## config.mk

```make
export PLATFORM = sky130hd
export DESIGN_NAME = control_unit
export DESIGN_NICKNAME = d
export VERILOG_FILES = /design/src/rtl/control_unit_pkg.sv /design/src/rtl/control_unit_decode.sv /design/src/rtl/control_unit.sv
export SDC_FILE = /design/constraint.sdc
export NUM_CORES = 1
export LEC_CHECK = 0
export ABC_AREA = 0
export BUFFER_PORTS_ARGS = -buffer_cell sky130_fd_sc_hd__buf_4
export CAP_MARGIN = 20
export CORE_MARGIN = 3
export CORE_UTILIZATION = 40
export DETAILED_ROUTE_END_ITERATION = 10
export PLACE_DENSITY = 0.65
export SYNTH_ARGS = -nofsm -noshare
export SYNTH_HDL_FRONTEND = slang
export SYNTH_HIERARCHICAL = 1
export SYNTH_SLANG_ARGS = --single-unit
```

## constraint.sdc

```tcl
create_clock -name clk -period 5.45 [get_ports clk]
set_clock_uncertainty 0.05 [all_clocks]
set_input_delay 0.545 -clock clk [delete_from_list [all_inputs] [get_ports clk]]
set_output_delay 0.545 -clock clk [all_outputs]
set_load 0.005 [all_outputs]
```

## src/rtl/control_unit_pkg.sv

```systemverilog
// Shared definitions for the 8-bit processor control unit: opcodes, ALU codes,
// sequencer state encodings and the decoded-instruction struct.
package control_unit_pkg;

  // Instruction opcodes (ir[15:12])
  localparam logic [3:0] OP_ADD  = 4'b0000;
  localparam logic [3:0] OP_SUB  = 4'b0001;
  localparam logic [3:0] OP_AND  = 4'b0010;
  localparam logic [3:0] OP_OR   = 4'b0011;
  localparam logic [3:0] OP_XOR  = 4'b0100;
  localparam logic [3:0] OP_INV  = 4'b0101;
  localparam logic [3:0] OP_LOAD = 4'b1000;
  localparam logic [3:0] OP_INC  = 4'b1010;
  localparam logic [3:0] OP_DEC  = 4'b1011;
  localparam logic [3:0] OP_HLT  = 4'b1100;
  localparam logic [3:0] OP_JNZ  = 4'b1110;
  localparam logic [3:0] OP_JMP  = 4'b1111;

  // ALU operation codes
  localparam logic [2:0] ALU_ADD = 3'b000;
  localparam logic [2:0] ALU_SUB = 3'b001;
  localparam logic [2:0] ALU_AND = 3'b010;
  localparam logic [2:0] ALU_OR  = 3'b011;
  localparam logic [2:0] ALU_XOR = 3'b100;
  localparam logic [2:0] ALU_INV = 3'b101;

  // Sequencer states
  localparam logic [3:0] ST_FETCH  = 4'd0;
  localparam logic [3:0] ST_DECODE = 4'd1;
  localparam logic [3:0] ST_RDA    = 4'd2;
  localparam logic [3:0] ST_RDB    = 4'd3;
  localparam logic [3:0] ST_EXEC   = 4'd4;
  localparam logic [3:0] ST_WB     = 4'd5;
  localparam logic [3:0] ST_WF     = 4'd6;
  localparam logic [3:0] ST_JCHK   = 4'd7;
  localparam logic [3:0] ST_HALT   = 4'd8;

  localparam logic [2:0] FLAG_ADDR_DEFAULT = 3'd7;

  typedef struct packed {
    logic       is_alu;    // writes result and flags
    logic       needs_b;   // second operand read from srcB
    logic       b_is_one;  // INC/DEC: operand A is dst, B is constant 1
    logic       is_load;
    logic       is_jmp;
    logic       is_jnz;
    logic       is_hlt;
    logic [2:0] alu_op;
  } dec_t;

  // Flags byte layout stored at FLAG_ADDR
  function automatic logic [7:0] flags_byte(input logic cy, input logic zero);
    return {cy, zero, 6'b000000};
  endfunction

endpackage

```

## src/rtl/control_unit_decode.sv

```systemverilog
// Combinational instruction classifier: opcode nibble -> control flags.
module cu_decode
  import control_unit_pkg::*;
(
  input  logic [3:0] op,
  output dec_t       dec
);

  // Classify opcode; undefined opcodes leave every flag low (NOP)
  always_comb begin
    dec = '0;
    case (op)
      OP_ADD:  begin dec.is_alu = 1'b1; dec.needs_b = 1'b1; dec.alu_op = ALU_ADD; end
      OP_SUB:  begin dec.is_alu = 1'b1; dec.needs_b = 1'b1; dec.alu_op = ALU_SUB; end
      OP_AND:  begin dec.is_alu = 1'b1; dec.needs_b = 1'b1; dec.alu_op = ALU_AND; end
      OP_OR:   begin dec.is_alu = 1'b1; dec.needs_b = 1'b1; dec.alu_op = ALU_OR;  end
      OP_XOR:  begin dec.is_alu = 1'b1; dec.needs_b = 1'b1; dec.alu_op = ALU_XOR; end
      OP_INV:  begin dec.is_alu = 1'b1; dec.alu_op = ALU_INV; end
      OP_INC:  begin dec.is_alu = 1'b1; dec.b_is_one = 1'b1; dec.alu_op = ALU_ADD; end
      OP_DEC:  begin dec.is_alu = 1'b1; dec.b_is_one = 1'b1; dec.alu_op = ALU_SUB; end
      OP_LOAD: dec.is_load = 1'b1;
      OP_JMP:  dec.is_jmp  = 1'b1;
      OP_JNZ:  dec.is_jnz  = 1'b1;
      OP_HLT:  dec.is_hlt  = 1'b1;
      default: dec = '0;
    endcase
  end

endmodule

```

## src/rtl/control_unit.sv

```systemverilog
// Fetch/decode/execute sequencer for the 8-bit processor.
// Strobe semantics: ir_en, reg_rd and reg_wr are pure decodes of the state
// register; each is a level for exactly the cycle(s) the FSM sits in the
// owning state, with no handshake back from the datapath (register file and
// ALU answer combinationally in the same cycle).
module control_unit
  import control_unit_pkg::*;
#(
  parameter logic [7:0] PC_RESET  = 8'h00,
  parameter logic [2:0] FLAG_ADDR = FLAG_ADDR_DEFAULT
) (
  input  logic        clk,
  input  logic        rst,
  output logic [7:0]  pc,
  output logic        ir_en,
  input  logic [15:0] ir_data,
  output logic [2:0]  reg_addr,
  output logic        reg_rd,
  output logic        reg_wr,
  output logic [7:0]  reg_data_in,
  input  logic [7:0]  reg_data_out,
  output logic [2:0]  alu_opcode,
  output logic [7:0]  alu_a,
  output logic [7:0]  alu_b,
  input  logic [7:0]  alu_out,
  input  logic        cy,
  input  logic        zero,
  output logic        halted,
  output logic [3:0]  dbg_state
);

  logic [3:0]  state;
  logic [15:0] ir_q;
  logic [7:0]  res_q;
  logic        cy_q;
  logic        z_q;
  dec_t        dec;

  logic [2:0]  dst;
  logic [2:0]  src_a;
  logic [2:0]  src_b;
  logic [7:0]  imm;
  logic [7:0]  pc_inc;
  logic        unused_ir_bits;

  assign dst    = {1'b0, ir_q[9:8]};
  assign src_a  = {1'b0, ir_q[5:4]};
  assign src_b  = {1'b0, ir_q[1:0]};
  assign imm    = ir_q[7:0];
  assign pc_inc = pc + 8'd1;  // wraps mod 256
  assign unused_ir_bits = ^ir_q[11:10];

  cu_decode u_decode (
    .op  (ir_q[15:12]),
    .dec (dec)
  );

  // Sequencer state, program counter and datapath holding registers
  always_ff @(posedge clk) begin
    if (rst) begin
      state <= ST_FETCH;
      pc    <= PC_RESET;
      ir_q  <= '0;
      alu_a <= '0;
      alu_b <= '0;
      res_q <= '0;
      cy_q  <= 1'b0;
      z_q   <= 1'b0;
    end else begin
      case (state)
        ST_FETCH: begin
          ir_q  <= ir_data;
          state <= ST_DECODE;
        end
        ST_DECODE: begin
          if (dec.is_hlt) begin
            state <= ST_HALT;
          end else if (dec.is_jmp) begin
            pc    <= imm;
            state <= ST_FETCH;
          end else if (dec.is_load) begin
            state <= ST_WB;
          end else if (dec.is_alu || dec.is_jnz) begin
            state <= ST_RDA;
          end else begin
            pc    <= pc_inc;
            state <= ST_FETCH;
          end
        end
        ST_RDA: begin
          alu_a <= reg_data_out;
          if (dec.is_jnz) begin
            state <= ST_JCHK;
          end else if (dec.needs_b) begin
            state <= ST_RDB;
          end else begin
            alu_b <= dec.b_is_one ? 8'h01 : 8'h00;
            state <= ST_EXEC;
          end
        end
        ST_RDB: begin
          alu_b <= reg_data_out;
          state <= ST_EXEC;
        end
        ST_EXEC: begin
          res_q <= alu_out;
          cy_q  <= cy;
          z_q   <= zero;
          state <= ST_WB;
        end
        ST_WB: begin
          if (dec.is_load) begin
            pc    <= pc_inc;
            state <= ST_FETCH;
          end else begin
            state <= ST_WF;
          end
        end
        ST_WF: begin
          pc    <= pc_inc;
          state <= ST_FETCH;
        end
        ST_JCHK: begin
          pc    <= (alu_a != 8'h00) ? imm : pc_inc;
          state <= ST_FETCH;
        end
        ST_HALT: state <= ST_HALT;
        default: state <= ST_FETCH;
      endcase
    end
  end

  // Strobes and register-file addressing decoded from the current state
  always_comb begin
    ir_en       = 1'b0;
    reg_rd      = 1'b0;
    reg_wr      = 1'b0;
    reg_addr    = 3'd0;
    reg_data_in = 8'h00;
    alu_opcode  = 3'b000;
    case (state)
      ST_FETCH: ir_en = 1'b1;
      ST_RDA: begin
        reg_rd   = 1'b1;
        reg_addr = (dec.b_is_one || dec.is_jnz) ? dst : src_a;
      end
      ST_RDB: begin
        reg_rd   = 1'b1;
        reg_addr = src_b;
      end
      ST_EXEC: alu_opcode = dec.alu_op;
      ST_WB: begin
        reg_wr      = 1'b1;
        reg_addr    = dst;
        reg_data_in = dec.is_load ? imm : res_q;
      end
      ST_WF: begin
        reg_wr      = 1'b1;
        reg_addr    = FLAG_ADDR;
        reg_data_in = flags_byte(cy_q, z_q);
      end
      default: ;
    endcase
  end

  assign halted    = (state == ST_HALT);
  assign dbg_state = state;

endmodule

```

Word level (Yosys, flattened, before mapping)
Index checks and enable logic that the tools add are counted.
{ "classes": {"multipliers": 0, "mux": 35, "n_eq_ne": 25, "n_lt_le_gt_ge": 0, "n_reduce_logical": 15, "n_bitwise": 0, "addsub": 1, "div": 0, "shifts": 0} }
{ "ops": {"columns": ["cell", "count"], "rows": [
  ["$mux 8", 9],
  ["$pmux 8 s2", 2],
  ["$pmux 8 s4", 1],
  ["$eq 4x4->1 const B", 7],
  ["$pmux 4 s7", 1],
  ["$eq 4x3->1 const B", 6],
  ["$mux 3", 6],
  ["$eq 4x2->1 const B", 4],
  ["$pmux 3 s5", 1],
  ["$pmux 3 s4", 1],
  ["$mux 1", 11],
  ["$add 8x1->8 const B", 1],
  ["$eq 4x1->1 const B", 2],
  ["$logic_not 4->1", 2],
  ["$ne 2x2->1 const B", 4],
  ["$reduce_bool 8->1", 1],
  ["$reduce_or 2->1", 4],
  ["$reduce_or 8->1", 1],
  ["$ne 3x3->1 const B", 2],
  ["$reduce_and 5->1", 1],
  ["$reduce_or 5->1", 1],
  ["$mux 2", 2],
  ["$mux 4", 1],
  ["$reduce_bool 4->1", 1],
  ["3 further kinds", 4]
]} }
{ "totals": {"mem_bits_ro": 0, "inputBits": 36, "ff_bits": 54, "wordCells": 84, "mem_bits_rw": 0, "memories": 0, "latch_bits": 0} }

Depth between registers and ports, before layout
{ "logic_depth": {"depth_word": 9, "depth_mapped": 8, "mapped_depth_nobuf": 7} }

Hierarchy
The synthesis kept the hierarchy.
{ "modules_own_cells": {"columns": ["module", "cells_per_inst", "n_inst", "area_each_um2"], "rows": [
  ["control_unit", 330, 1, 2483.6],
  ["cu_decode", 14, 1, 91.3]
]} }

Least setup slack after synthesis
OpenSTA, ideal clock, no wires.
{ "synth_timing": {"kind": "reg-to-output", "start": "register ir_q[13]", "end": "output port reg_data_in[6]", "path_slack_ns": 3.236, "path_buffers": 1, "t_arrival_ns": 1.619, "stages_incl_launch_ff": 6, "cell_sequence": "dfxtp_1 > or2_4 > nor3b_2 > buf_1 > mux2i_1 > o21ai_0"} }
{ "synth_lines": {"columns": ["element", "line", "source"], "rows": [
  ["start: declaration", "control_unit.sv:33", "logic [15:0] ir_q;"],
  ["start signal: assignment", "control_unit.sv:72", "ir_q <= ir_data;"],
  ["end: declaration", "control_unit.sv:20", "output logic [7:0] reg_data_in,"]
]} }

Worst setup path after layout
{ "layout_timing": {"start": "register state[0], in the netlist dbg_state[0]", "end": "output port ir_en"} }
{ "layout_via": {"elab_chain_len": 2} }
{ "layout_rtl": {"columns": ["element", "line", "source"], "rows": [
  ["start: declaration", "control_unit.sv:32", "logic [3:0] state;"],
  ["start signal: assignment", "control_unit.sv:61", "state <= ST_FETCH;"],
  ["start signal: assignment", "control_unit.sv:73", "state <= ST_DECODE;"],
  ["start signal: assignment", "control_unit.sv:77", "state <= ST_HALT;"],
  ["$logic_not 4->1", "control_unit.sv:141", "case (state)"],
  ["$mux 1", "control_unit.sv:141", null],
  ["end: declaration", "control_unit.sv:15", "output logic ir_en,"]
]} }
Every way passes these cells.

==> impl_metrics.toml <==
[drt]
drt-total-wl_um = 7410
drc = 0
route.vias.total = 2664
first_pass_iters = 4
initialDrtViolationCount = 177
wl_per_cell_um = 15.2
viasPerCell = 5.47
ant_nets = 0

[worst_setup_path]
critPathKind = "register to output port"
cp.required_ps = 4860
path_max_fanout = 28
cp-end-kind = "output port"
cp.arrival_ps = 2520
startpoint_type = "register"

[power_and_ir_drop]
power.density_mw_per_mm2 = 327
p_leak_nw = 1.27
peakVddDrop_uv = 157

[cts]
cts_tree = "built"
clkTransAtPathRegs_ps = 100
cts_buffer_depth = 2
cts-root-buf = "clkbuf_8"
postCtsSetupRepairBufs = 0
cts_resized = 0
postCtsHoldBufs = 0
cts_buffers = 5
clock_latency_ps = 300
h-tree-depth = 2
cts.sinks = 52

[yosys]
synthAdderAreaFrac = 0.00486
ys_warn_count = 6
synth_edf_count = 0
synth_xor_area_frac = 0
synth_cell_types = 49
synthArstFlopShare = 0
synthesis.area_mm2 = 0.00257
postSynthAreaPerCell_um2 = 7.49
netlist_instances = 344
synth_flop_cell = "dfxtp_1"
ys_seq_elements = 52
synth_simple_gate_area_frac = 0.301
synth.area.mux_share = 0.0471
syn_nets = 381
synth_top_family_by_area = "simple AND/OR/NAND/NOR gates"
seq_area_frac_synth = 0.404
synth_compound_area_frac = 0.202

[floorplanning]
start_util = 0.425
dieArea_mm2 = 0.00744
boundaryPins = 82
rows = 28
dieHeight_um = 86.2
die_w_um = 86.2
core_area_mm2 = 0.00606

[job]
cap_violations = 0

[global_route]
grt_max_degree = 50
grt_antenna_before_repair = 0
overflow = 0
grt_pass1_vias = 2424
grt_use_total = 0.198
grt_first_pass_wirelength_um = 11900

[cells_and_area]
areaGrowthSynthToFinish_pct = 27.7
fin_area_mm2 = 0.00329
nNetsFinal = 448
num_antenna_cells = 0
layout-drive-gt1-share = 0.238

[sta]
final_max_slew_viol_count = 0
fin_crit_ps = 3120
tightest_slew_ps = 931
finalSetupViolCount = 0
max_slew_margin = 0.374
grt_setup_unrepaired = "false"
finalHoldViolations = 0
setup_tns_ps = 0
fin_crit_sh = 0.572
max_freq_ghz = 0.321

[place]
io_buffers = 79
dp.final_hpwl_um = 5280
gp_congestion = 0.840
placed_cell_area_mm2 = 0.00319

[worst_hold_path]
hp-class = "register to register"

[run_status]
status = "complete, no violations"
routing by layer:
metal	GRT usage	routed length, µm	up-vias	part of all wire
met5	0	0	-	0
met4	0.0524	83	0	0.011
met3	0.0570	437	6	0.059
met2	0.308	3420	73	0.46
met1	0.270	3470	1242	0.47
li1	-	-	1343	-
cells in the final DEF, fill, tap and decap left out, types with 2 or more instances in the layout:
cell	synthesis	layout
o211ai_1	3	3
nor4b_1	3	3
nor4_1	6	6
mux2i_1	11	11
buf_4	0	80
or3_1	3	3
nor3b_1	3	3
a22oi_1	4	4
nand4_1	4	4
dfxtp_1	52	52
a22o_1	2	2
nor2_1	20	20
and2_1	5	5
o22ai_1	3	3
o21ai_0	9	9
nand2_1	84	84
nand3_1	14	14
inv_1	5	5
nor2b_1	4	4
nand2b_1	3	3
clkbuf_8	0	5
a21oi_1	52	52
clkinv_2	0	2
nor3_1	8	7
cell usage after synthesis, types with 2 or more instances:
library cell / count / share of area
mux2i_1: 11 / 0.043
o22ai_1: 3 / 0.0073
o21ai_0: 9 / 0.017
a22oi_1: 4 / 0.012
o211ai_1: 3 / 0.0087
inv_1: 5 / 0.0073
nor2_1: 20 / 0.029
nor3b_1: 3 / 0.0087
nor3_1: 8 / 0.016
nand3_1: 14 / 0.027
nor2b_1: 4 / 0.0097
buf_2: 4 / 0.0078
a21oi_1: 52 / 0.10
a22o_1: 2 / 0.0068
dfxtp_1: 52 / 0.40
nand4_1: 4 / 0.0097
nand2b_1: 3 / 0.0073
or3_1: 3 / 0.0073
nand2_1: 84 / 0.12
and2_1: 5 / 0.012
clkbuf_1: 14 / 0.020
nor4b_1: 3 / 0.010
buf_1: 3 / 0.0044
nor4_1: 6 / 0.015
cell type report:
| type | count | area (µm²) |
|---|---|---|
| Timing Repair Buffer | 81 | 612 |
| Multi-Input combinational cell | 265 | 1430 |
| Fill cell | 605 | 2770 |
| Clock buffer | 5 | 68.8 |
| Inverter | 6 | 22.5 |
| Clock inverter | 3 | 18.8 |
| Sequential cell | 52 | 1040 |
| Tap cell | 75 | 93.8 |
worst paths after layout:
kind / from / cells after the start / end / slack (ps)
worst max-delay path: dbg_state[0] / 4 / ir_en / 2330
worst min-delay path: alu_b[2] / 2 / alu_b[2] / 410
worst max register to register: dbg_state[0] / 5 / pc[6] / 2880
worst min register to register: alu_b[2] / 2 / alu_b[2] / 410
power by group:
group	switching [mW]	total (mW)	internal, mW
clock	0.132	0.222	0.0899
combinational	0.197	0.347	0.150
sequential	0.0762	0.508	0.431
total	0.405	1.08	0.671
stage by stage:
step            util  hold WS (ps)  setup WS (ps)  std cells  power, mW
2_1_floorplan      -           386           3240        344      0.722
3_3_place_gp   0.526           391           2360        478      0.857
3_5_place_dp   0.526           395           2340        478      0.861
4_1_cts        0.541           409           2270        486       1.08
5_1_grt        0.543           403           2100        487       1.15
6_report       0.543           407           2330        487       1.08
flip-flops by register name (all words and copies together) (netlist names):
register / cells
cy_q: 1
alu_b: 8
ir_q: 14
res_q: 8
pc: 8
dbg_state: 4
z_q: 1
alu_a: 8
cells by family (layout without fill, tap and decap cells):
logic type      Yosys count  in the layout
simple gates            165            165
compound gates           87             87
flops                    52             52
buf+inv                  27             95
mux                      12             12
fa+ha+maj                 1              1
worst max-delay path: stages (launching register included):
cell	delay, ps
dfxtp_1	910
nor2_1	190
nand2_1	460
inv_1	400
buf_4	250
Power figures use the tool's default switching activity.
